**src/rtl/vector_cache_pkg.sv**
```systemverilog
// Shared vector-cache MSHR constants and types.
package vector_cache_pkg;

   localparam int MSHR_ENTRY_NUM = 16;
   localparam int MSHR_IDX_WIDTH = $clog2(MSHR_ENTRY_NUM);

   typedef logic [MSHR_IDX_WIDTH-1:0] mshr_idx_t;

endpackage

```
**src/rtl/vec_cache_first2_sel.sv**
```systemverilog
// Combinational find-first-two-set-bits: lowest and second-lowest set bit as
// one-hot vectors, binary indices and valids (index is 0 when not valid).
module vec_cache_first2_sel #(
   parameter int N = 16,
   parameter int W = $clog2(N)
) (
   input  logic [N-1:0] vec,
   output logic [N-1:0] oh_0,
   output logic [N-1:0] oh_1,
   output logic [W-1:0] idx_0,
   output logic [W-1:0] idx_1,
   output logic         vld_0,
   output logic         vld_1
);

   localparam logic [N-1:0] ONE = {{(N-1){1'b0}}, 1'b1};

   logic [N-1:0] rest_s;

   // Isolate lowest set bit twice, then encode the one-hot results.
   always_comb begin
      oh_0   = vec & (~vec + ONE);
      rest_s = vec & ~oh_0;
      oh_1   = rest_s & (~rest_s + ONE);
      vld_0  = |vec;
      vld_1  = |rest_s;
      idx_0  = '0;
      idx_1  = '0;
      for (int i = 0; i < N; i++) begin
         idx_0 = idx_0 | ({W{oh_0[i]}} & W'(i));
         idx_1 = idx_1 | ({W{oh_1[i]}} & W'(i));
      end
   end

endmodule

```
**src/rtl/vec_cache_mshr_alloc_chk.sv**
```systemverilog
// Double-free checker for the MSHR allocator, built only with VEC_CACHE_MSHR_ALLOC_CHK_EN.
`ifdef VEC_CACHE_MSHR_ALLOC_CHK_EN
module vec_cache_mshr_alloc_chk (
   input logic clk,
   input logic rst_n,
   input logic dbl_free
);

   a_no_double_free: assert property (@(posedge clk) disable iff (!rst_n) !dbl_free)
      else $warning("vec_cache_mshr_alloc: double-free release observed");

endmodule
`endif

```
**src/rtl/vec_cache_mshr_alloc.sv**
```systemverilog
// MSHR/ROB free-list allocator offering two lowest free entries per cycle.
// Optional double-free detection is enabled by defining VEC_CACHE_MSHR_ALLOC_CHK_EN.
module vec_cache_mshr_alloc
   import vector_cache_pkg::*;
#(
   parameter  int ENTRY_NUM       = MSHR_ENTRY_NUM,
   parameter  int ENTRY_IDX_WIDTH = MSHR_IDX_WIDTH,
   parameter  int REL_NUM         = 2,
   localparam int CNT_WIDTH       = $clog2(ENTRY_NUM + 1)
) (
   input  logic                               clk,
   input  logic                               rst_n,
   output logic                               mshr_alloc_vld_0,
   output logic [ENTRY_IDX_WIDTH-1:0]         mshr_alloc_idx_0,
   input  logic                               mshr_alloc_rdy_0,
   output logic                               mshr_alloc_vld_1,
   output logic [ENTRY_IDX_WIDTH-1:0]         mshr_alloc_idx_1,
   input  logic                               mshr_alloc_rdy_1,
   input  logic [REL_NUM-1:0]                 rel_vld,
   input  logic [REL_NUM*ENTRY_IDX_WIDTH-1:0] rel_idx,
   output logic [CNT_WIDTH-1:0]               free_cnt,
   output logic                               full,
   output logic                               err_double_free
);

   localparam logic [ENTRY_NUM-1:0] ONE_HOT0 = {{(ENTRY_NUM-1){1'b0}}, 1'b1};

   logic [ENTRY_NUM-1:0] busy_r;
   logic [ENTRY_NUM-1:0] busy_next_s;
   logic [ENTRY_NUM-1:0] oh_0_s;
   logic [ENTRY_NUM-1:0] oh_1_s;
   logic [ENTRY_NUM-1:0] alloc_mask_s;
   logic [ENTRY_NUM-1:0] rel_mask_s;
   logic [ENTRY_NUM-1:0] rel_eff_s;
   logic                 vld_0_s;
   logic                 vld_1_s;
   logic                 take_0_s;
   logic                 take_1_s;
   logic [CNT_WIDTH-1:0] free_cnt_r;
   logic [CNT_WIDTH-1:0] free_cnt_next_s;
   logic [CNT_WIDTH-1:0] rel_cnt_s;
   logic                 full_r;

   vec_cache_first2_sel #(
      .N (ENTRY_NUM),
      .W (ENTRY_IDX_WIDTH)
   ) u_sel (
      .vec   (~busy_r),
      .oh_0  (oh_0_s),
      .oh_1  (oh_1_s),
      .idx_0 (mshr_alloc_idx_0),
      .idx_1 (mshr_alloc_idx_1),
      .vld_0 (vld_0_s),
      .vld_1 (vld_1_s)
   );

   assign mshr_alloc_vld_0 = vld_0_s;
   assign mshr_alloc_vld_1 = vld_1_s;
   assign free_cnt         = free_cnt_r;
   assign full             = full_r;

   // Merge grants and releases; only releases of busy entries count, so an
   // index named on several ports is freed once.
   always_comb begin
      take_0_s     = vld_0_s & mshr_alloc_rdy_0;
      take_1_s     = vld_1_s & mshr_alloc_rdy_1;
      alloc_mask_s = (oh_0_s & {ENTRY_NUM{take_0_s}}) | (oh_1_s & {ENTRY_NUM{take_1_s}});
      rel_mask_s   = '0;
      for (int i = 0; i < REL_NUM; i++) begin
         rel_mask_s = rel_mask_s | ({ENTRY_NUM{rel_vld[i]}} &
                      (ONE_HOT0 << rel_idx[i*ENTRY_IDX_WIDTH +: ENTRY_IDX_WIDTH]));
      end
      rel_eff_s = rel_mask_s & busy_r;
      rel_cnt_s = '0;
      for (int i = 0; i < ENTRY_NUM; i++) begin
         rel_cnt_s = rel_cnt_s + CNT_WIDTH'(rel_eff_s[i]);
      end
      busy_next_s     = (busy_r & ~rel_eff_s) | alloc_mask_s;
      free_cnt_next_s = free_cnt_r + rel_cnt_s - CNT_WIDTH'(take_0_s) - CNT_WIDTH'(take_1_s);
   end

   // Occupancy state and registered status.
   always_ff @(posedge clk or negedge rst_n) begin
      if (!rst_n) begin
         busy_r     <= '0;
         free_cnt_r <= CNT_WIDTH'(ENTRY_NUM);
         full_r     <= 1'b0;
      end else begin
         busy_r     <= busy_next_s;
         free_cnt_r <= free_cnt_next_s;
         full_r     <= (free_cnt_next_s == '0);
      end
   end

`ifdef VEC_CACHE_MSHR_ALLOC_CHK_EN
   logic dbl_free_s;
   logic err_r;

   // Flag releases of free entries and duplicate indices across ports.
   always_comb begin
      dbl_free_s = 1'b0;
      for (int i = 0; i < REL_NUM; i++) begin
         dbl_free_s = dbl_free_s |
                      (rel_vld[i] & ~busy_r[rel_idx[i*ENTRY_IDX_WIDTH +: ENTRY_IDX_WIDTH]]);
         for (int j = i + 1; j < REL_NUM; j++) begin
            dbl_free_s = dbl_free_s | (rel_vld[i] & rel_vld[j] &
                         (rel_idx[i*ENTRY_IDX_WIDTH +: ENTRY_IDX_WIDTH] ==
                          rel_idx[j*ENTRY_IDX_WIDTH +: ENTRY_IDX_WIDTH]));
         end
      end
   end

   // Sticky error until reset.
   always_ff @(posedge clk or negedge rst_n) begin
      if (!rst_n) begin
         err_r <= 1'b0;
      end else begin
         err_r <= err_r | dbl_free_s;
      end
   end

   assign err_double_free = err_r;

   vec_cache_mshr_alloc_chk u_chk (
      .clk      (clk),
      .rst_n    (rst_n),
      .dbl_free (dbl_free_s)
   );
`else
   assign err_double_free = 1'b0;
`endif

endmodule

```
**config.mk**
```make
export PLATFORM = sky130hd
export DESIGN_NAME = vec_cache_mshr_alloc
export DESIGN_NICKNAME = d
export VERILOG_FILES = /design/src/rtl/vector_cache_pkg.sv /design/src/rtl/vec_cache_first2_sel.sv /design/src/rtl/vec_cache_mshr_alloc_chk.sv /design/src/rtl/vec_cache_mshr_alloc.sv
export SDC_FILE = /design/constraint.sdc
export NUM_CORES = 1
export LEC_CHECK = 0
export BUFFER_PORTS_ARGS = -buffer_cell sky130_fd_sc_hd__buf_2
export CAP_MARGIN = 20
export CORE_ASPECT_RATIO = 1.5
export CORE_MARGIN = 3
export CORE_UTILIZATION = 35
export CTS_CLUSTER_DIAMETER = 120
export CTS_CLUSTER_SIZE = 25
export DETAILED_ROUTE_END_ITERATION = 10
export GPL_ROUTABILITY_DRIVEN = 0
export GPL_TIMING_DRIVEN = 0
export SLEW_MARGIN = 30
export SYNTH_ARGS = -nofsm -noshare
export SYNTH_HDL_FRONTEND = slang
export SYNTH_SLANG_ARGS = --single-unit
export TNS_END_PERCENT = 1
```
**constraint.sdc**
```tcl
create_clock -name clk -period 7.8 [get_ports clk]
set_input_delay 0.39 -clock clk [delete_from_list [all_inputs] [get_ports clk]]
set_output_delay 0.39 -clock clk [all_outputs]
set_load 0.01 [all_outputs]
```
==> results.rst, run 1 <==
.. list-table::
   :header-rows: 1

   * - Metric
     - Value
   * - Worst min path class
     - in2async
   * - Vertical die dimension
     - 112 um
   * - Max Cap Violations
     - 0
   * - Share of cells above drive strength 1
     - 13.8%
   * - Post-layout worst setup margin
     - about 1.1 ns
   * - Number of buffers between clock root and the deepest sink
     - 2
   * - Total of cells resized after clock tree synthesis
     - 0
   * - Unrepaired setup endpoints after global routing
     - false
   * - Clock latency on the worst-skew pair
     - 0.27 ns
   * - CP Data Arrival Time
     - 6.83 ns
   * - Count of flip-flops with a built-in enable after synthesis
     - 0
   * - WL per Instance
     - 16.0 um
   * - Number of iterations in the first detailed-routing pass
     - 5
   * - Number of nets at the end of the flow
     - 408
   * - Signed area change from the synthesized netlist to the final layout
     - 12.0%
   * - TritonCTS clock tree
     - yes
   * - Pin count of the biggest net entering global routing
     - 23
   * - Synth Warn #
     - 0
   * - Count of nets left with antenna violations after detail routing
     - 0
   * - CP Class
     - reg2reg
   * - Clk Tree Root Cell
     - sky130_fd_sc_hd__clkbuf_8
   * - Num ports
     - 31
   * - FF-to-FF path depth
     - 23
   * - Post-detailed-routing wire length
     - 7500 um
   * - Count of state elements after synthesis
     - 22
   * - Worst Path Required
     - 7.96 ns
   * - Synthesized area per cell
     - 7.80 sq um
   * - Clock period minus final worst setup slack
     - ~6.7 ns
   * - Via count of the first global-routing pass
     - around 2.6k
   * - Final slew viol count
     - 0
   * - Horiz. Die Dim
     - 76.7 um
   * - Synthesized area
     - about 2600 sq um
   * - Flip-flop cell with the highest count after synthesis
     - sky130_fd_sc_hd__dfrtp_1
   * - Reg-to-Reg Start
     - busy_r[4]
   * - Post-synthesis sequential area ratio
     - 21.1%
   * - Overall power
     - around 1400 uW
   * - Initial standard-cell utilization of the core
     - 36.0%
   * - Met2 routing resource usage after global routing
     - between 30 and 40%
   * - Count of different cell masters after synthesis
     - 60
   * - Status
     - finished clean
   * - Number of antenna violations at the first check in global routing
     - 0
   * - Iteration-0 DRC count of the detailed router
     - 222
   * - Buffers added on ports
     - 29
   * - Power Density
     - 479 nW/um^2
   * - Core footprint
     - around 7300 sq um
   * - Global-route wire length before repair
     - 12500 um
   * - Remaining DRCs
     - 0
   * - Fraction of registers with async set or reset after synthesis
     - 100%
   * - FP Rows
     - 38
   * - Final count of hold timing violations
     - 0
   * - Worst setup path startpoint
     - busy_r[4]
   * - Sinks on the clock net
     - 22
   * - Highest-count cells in the layout ignoring fill and taps
     - sky130_fd_sc_hd__nand2_1 (47), sky130_fd_sc_hd__inv_1 (33), sky130_fd_sc_hd__buf_2 (30), sky130_fd_sc_hd__dfrtp_1 (21)
   * - Maximum VDD drop
     - approximately 0.31 mV
   * - Die area
     - 8590 sq um
   * - Worst setup SP type
     - flip-flop
   * - Maximum fanout count along the critical path
     - 10
   * - Share of the clock period used by the worst path
     - 85.5%
   * - Max Fclk
     - 0.150 GHz
   * - Transition time of the tightest slew-check pin
     - 0.772 ns
   * - Via count
     - roughly 2.6k
   * - Global routing met1 resource utilization
     - 20.6%
   * - Clock transition time at the flip-flop clock pins of the worst setup and hold paths
     - 0.08 ns
   * - Pre-CTS setup slack
     - 1.11 ns
   * - Aggregate global routing overflow
     - 0
   * - CTS Hold Buffers Added
     - 0
   * - Number of buffers created by CTS
     - 3
   * - Synthesized Nets
     - 374
   * - Cell count after placement
     - approximately 470
   * - Final Instance Count excl. Fillers
     - 469
   * - Post-detailed-placement half-perimeter wirelength
     - 6110 um
   * - Cell leakage power
     - between 0.001 and 0.0015 uW
   * - Post-Synthesis Cells
     - about 340
   * - Count of buffers added by post-CTS timing repair for setup
     - 0
   * - Most common cell after layout, fill and taps aside
     - sky130_fd_sc_hd__nand2_1
   * - TNS Setup
     - 0 ns
   * - Global-route layer with the greatest usage
     - met2
   * - Critical path capture point type
     - flip-flop
   * - Vias per cell
     - between 5 and 6
   * - GR met3 Demand/Resource
     - ~1.8%
   * - Final Setup Violations
     - 0
   * - Antenna diode count
     - 0
   * - Worst-case headroom to the max-slew limit
     - 48.5%
   * - Global routing usage summed across all routing layers
     - between 15 and 20%
   * - Largest clock skew in the final design
     - about 0.0034 ns
   * - H-Tree Level Count
     - 1
==> Yosys cell counts (all sizes together) (7+ instances only) <==
cell type  instances  area share, %
xnor2             12            4.0
fa                13            9.9
and3               7            1.9
nand2             47            6.7
nand3              8            1.5
o22ai             18            4.3
o21ai             17            3.2
a31oi              7            1.7
dfrtp             21             20
ha                11            5.3
inv               34            4.9
a21oi             20            4.2
and2               7            1.8
nor2              19            2.7
clkbuf            15            2.1
==> final cells by class <==
class,count,area (sq um)
fillers,766,4340
multi-input cells,261,1850
flip-flops and latches,22,552
repair buffers,29,145
inverters,34,128
well taps,100,125
plain buffers,19,91.3
clock buffers,4,45.0
==> power breakdown <==
part           total [uW]  internal, uW  switching, uW
clock                76.2          36.5           39.7
sequential            221           168           52.6
combinational        1110           452            658
==> cell families (layout without fill, tap and decap cells) <==
group / count (synthesis) / count (layout) / synth area share [%]
AO/OA/AOI/OAI: 97 / 97 / 24.9
XOR/XNOR: 14 / 14 / 4.68
adder cells (fa/ha/maj): 30 / 30 / 17.5
buffers and inverters: 53 / 86 / 8.35
flip-flops: 22 / 22 / 21.1
multiplexers: 3 / 3 / 1.15
other: 1 / 1 / 0.143
AND/OR/NAND/NOR: 116 / 116 / 22.2
==> per-stage QoR <==
step	hold slack (ns)	cell area, sq um	utilization [%]
detailed placement	0.404	2890	39.7
global route	0.122	2940	40.4
floorplan	0.0944	2620	-
global placement	0.406	2890	39.7
finish	0.0976	2940	40.4
CTS	0.112	2940	40.4
==> metal layers <==
| metal | wire length (um) | up-vias |
|---|---|---|
| li1 | - | 1262 |
| met1 | 2950 | 1244 |
| met2 | 3910 | 84 |
| met3 | 385 | 21 |
| met4 | 259 | 0 |
| met5 | 0 | - |
==> worst paths after layout <==
check	end	slack, ns
hold / removal	busy_r[0]	0.1
setup reg to reg	full	1.13
min in group clk	busy_r[4]	0.51
hold reg to reg	free_cnt[0]	0.63
max in group asynchronous	free_cnt[4]	7.34
setup / recovery	full	1.13
==> critical path: stages, from the launching register on <==
cell and delay (ns):
sky130_fd_sc_hd__dfrtp_1 0.34, sky130_fd_sc_hd__clkbuf_1 0.33, sky130_fd_sc_hd__nand3_1 0.21, sky130_fd_sc_hd__nor4_2 0.55, sky130_fd_sc_hd__nor2_1 0.10, sky130_fd_sc_hd__o31ai_2 0.55, sky130_fd_sc_hd__a21oi_4 0.20, sky130_fd_sc_hd__inv_2 0.21
sky130_fd_sc_hd__fa_1 0.44, sky130_fd_sc_hd__inv_1 0.09, sky130_fd_sc_hd__fa_1 0.42, sky130_fd_sc_hd__fa_1 0.51, sky130_fd_sc_hd__fa_1 0.52, sky130_fd_sc_hd__fa_1 0.54, sky130_fd_sc_hd__inv_1 0.05, sky130_fd_sc_hd__fa_1 0.41
sky130_fd_sc_hd__inv_1 0.08, sky130_fd_sc_hd__fa_1 0.20, sky130_fd_sc_hd__inv_1 0.05, sky130_fd_sc_hd__a21o_1 0.14, sky130_fd_sc_hd__a21oi_1 0.17, sky130_fd_sc_hd__xnor2_1 0.11, sky130_fd_sc_hd__nor2_1 0.10, sky130_fd_sc_hd__nor4b_1 0.23
==> sequential cells by signal (all words and copies together) (netlist names) <==
signal    flops
full          1
busy_r       16
free_cnt      5
(Power assumes the default switching activity.)
==> run 2: changes to the inputs <==
CORE_MARGIN = default   (was 3)
clock period = 7.71 ns   (was 7.8 ns; I/O delays follow)
==> results.rst, run 2 (synthesis gave the netlist of run 1 again) <==
.. list-table::
   :header-rows: 1

   * - Metric
     - Value
   * - Status
     - finished clean
   * - Horiz. Die Dim
     - 72.7 um
   * - Largest clock skew in the final design
     - 0.00769 ns
   * - Critical path capture point type
     - flip-flop
   * - Number of antenna violations at the first check in global routing
     - 0
   * - Cell leakage power
     - between 0.001 and 0.0015 uW
   * - Clk Tree Root Cell
     - sky130_fd_sc_hd__clkbuf_8
   * - Worst r2r dst
     - full
   * - Maximum fanout count along the critical path
     - 10
   * - Remaining DRCs
     - 0
   * - Clock latency on the worst-skew pair
     - approximately 0.27 ns
   * - Maximum VDD drop
     - 0.239 mV
   * - Initial standard-cell utilization of the core
     - 36.3%
   * - CP Class
     - reg2reg
   * - TritonCTS clock tree
     - yes
   * - Count of buffers added by post-CTS timing repair for setup
     - 0
   * - Clock transition time at the flip-flop clock pins of the worst setup and hold paths
     - around 0.090 ns
   * - WL per Instance
     - 16.2 um
   * - Transition time of the tightest slew-check pin
     - around 0.75 ns
   * - Share of the clock period used by the worst path
     - between 80% and 90%
   * - Flip-flop count of the largest register, all copies and words added
     - 16
   * - Number of buffers between clock root and the deepest sink
     - 2
   * - Number of buffers created by CTS
     - 3
   * - Top register by number of flip-flops
     - busy_r
   * - Pin count of the biggest net entering global routing
     - 23
   * - Unrepaired setup endpoints after global routing
     - false
   * - Share of cells above drive strength 1
     - 14.1%
   * - FF-to-FF path depth
     - 23
   * - Most common cell on crit path
     - sky130_fd_sc_hd__fa_1
   * - Max Cap Violations
     - 0
   * - Buffers added on ports
     - 29
   * - Pre-CTS setup slack
     - approximately 1.1 ns
   * - Slack of the worst reg-to-reg path
     - 1.04 ns
   * - Clock period minus final worst setup slack
     - 6.67 ns
   * - H-Tree Level Count
     - 1
   * - FP Rows
     - 38
   * - Most common cell after layout, fill and taps aside
     - sky130_fd_sc_hd__nand2_1
   * - CTS Hold Buffers Added
     - 0
   * - Number of nets at the end of the flow
     - 408
   * - Worst Path Required
     - 7.89 ns
   * - Post-layout worst setup margin
     - 1.04 ns
   * - Global routing usage summed across all routing layers
     - between 20% and 30%
   * - Aggregate global routing overflow
     - 0
   * - CP cell instances
     - clkbuf_1 > nand3_1 > nor4_2 > nor2_1 > o31ai_2 > a21oi_4 > inv_2 > fa_1 > inv_1 > fa_1 > fa_1 > fa_1 > fa_1 > inv_1 > fa_1 > inv_1 > fa_1 > inv_1 > a21o_1 > a21oi_1 > xnor2_1 > nor2_1 > nor4b_1
   * - Count of nets left with antenna violations after detail routing
     - 0
   * - Vias per cell
     - 5.47
   * - Signed area change from the synthesized netlist to the final layout
     - 13.0%
   * - Post-detailed-placement half-perimeter wirelength
     - a little over 6000 um
   * - Max Fclk
     - 0.150 GHz
   * - Via count
     - 2567
   * - Total placed instance area
     - 2890 sq um
   * - CP peak stage delay
     - 0.57 ns
   * - Vertical die dimension
     - ~110 um
   * - Worst setup path startpoint
     - busy_r[4]
   * - Core footprint
     - between 7000 and 8000 sq um
   * - Final slew viol count
     - 0
   * - Worst min path class
     - in2async
   * - TNS Setup
     - 0 ns
   * - Critical Path Slowest Stage Cell
     - sky130_fd_sc_hd__o31ai_2
   * - Cell area after layout
     - about 3000 sq um
   * - Worst setup SP type
     - flip-flop
   * - Number of cells on the critical path
     - 23
   * - Die area
     - 7850 sq um
   * - Global-route wire length before repair
     - 12200 um
   * - Via count of the first global-routing pass
     - 2510
   * - Timing endpoint of the critical path
     - full
   * - Reg-to-Reg Start
     - busy_r[4]
   * - Power Density
     - a little under 500 nW/um^2
   * - CP Data Arrival Time
     - 6.85 ns
   * - Worst-case headroom to the max-slew limit
     - 49.8%
   * - Final count of hold timing violations
     - 0
   * - Critical path buffers and inverters
     - 6
   * - Iteration-0 DRC count of the detailed router
     - 198
   * - Post-detailed-routing wire length
     - 7590 um
   * - Worst path top cell family by delay
     - adder cells
   * - Total of cells resized after clock tree synthesis
     - 0
   * - Number of iterations in the first detailed-routing pass
     - 4
   * - Num ports
     - 31
   * - Highest-count cells in the layout ignoring fill and taps
     - sky130_fd_sc_hd__nand2_1 (47), sky130_fd_sc_hd__inv_1 (33), sky130_fd_sc_hd__buf_2 (30), sky130_fd_sc_hd__dfrtp_1 (21)
   * - Sinks on the clock net
     - 22
   * - Antenna diode count
     - 0
   * - Final Setup Violations
     - 0
[run 2: worst min-delay path by stage]
stage	end	cells past startpoint	startpoint
4_1_cts	busy_r[13]	1	rst_n
2_1_floorplan	busy_r[0]	0	rst_n
5_1_grt	busy_r[15]	1	rst_n
6_report	full	1	rst_n
3_3_place_gp	busy_r[13]	1	rst_n
3_5_place_dp	busy_r[13]	1	rst_n
[run 2: cell type report]
class / instances / area [sq um]
tap: 100 / 125
clock buffer: 3 / 41.3
fill: 804 / 4260
clock inverter: 1 / 30.0
timing repair buffer: 29 / 145
multi-input combinational: 261 / 1850
inverter: 34 / 128
sequential: 22 / 552
buffer: 19 / 91.3
[run 2: worst register-to-register path, cell delays in order, from the launching register on]
cell,delay [ns]
sky130_fd_sc_hd__dfrtp_1,0.34
sky130_fd_sc_hd__clkbuf_1,0.32
sky130_fd_sc_hd__nand3_1,0.21
sky130_fd_sc_hd__nor4_2,0.56
sky130_fd_sc_hd__nor2_1,0.10
sky130_fd_sc_hd__o31ai_2,0.57
sky130_fd_sc_hd__a21oi_4,0.21
sky130_fd_sc_hd__inv_2,0.21
sky130_fd_sc_hd__fa_1,0.44
sky130_fd_sc_hd__inv_1,0.09
sky130_fd_sc_hd__fa_1,0.41
sky130_fd_sc_hd__fa_1,0.52
sky130_fd_sc_hd__fa_1,0.53
sky130_fd_sc_hd__fa_1,0.55
sky130_fd_sc_hd__inv_1,0.05
sky130_fd_sc_hd__fa_1,0.41
sky130_fd_sc_hd__inv_1,0.08
sky130_fd_sc_hd__fa_1,0.20
sky130_fd_sc_hd__inv_1,0.05
sky130_fd_sc_hd__a21o_1,0.14
sky130_fd_sc_hd__a21oi_1,0.16
sky130_fd_sc_hd__xnor2_1,0.11
sky130_fd_sc_hd__nor2_1,0.09
sky130_fd_sc_hd__nor4b_1,0.22
[run 2: metrics by stage]
stage	std cells	utilization [%]	hold WS [ns]	power (uW)
floorplan	336	-	0.0899	1040
global placement	465	40.0	0.396	1330
finish	469	41.0	0.102	1470
CTS	469	41.0	0.118	1470
global route	469	41.0	0.137	1610
detailed placement	465	40.0	0.411	1340
[run 2: metal layers]
| metal | GRT usage [%] | vias up | wire length [um] |
|---|---|---|---|
| li1 | - | 1264 | - |
| met1 | 23.7 | 1202 | 3120 |
| met2 | 36.1 | 78 | 3870 |
| met3 | 2.61 | 23 | 296 |
| met4 | 9.80 | 0 | 311 |
| met5 | 0 | - | 0 |
[run 2: report_power, final]
part / switching, uW / internal [uW]
logic: 673 / 458
clock network: 42.6 / 69.5
registers: 54.4 / 170
total: 770 / 697
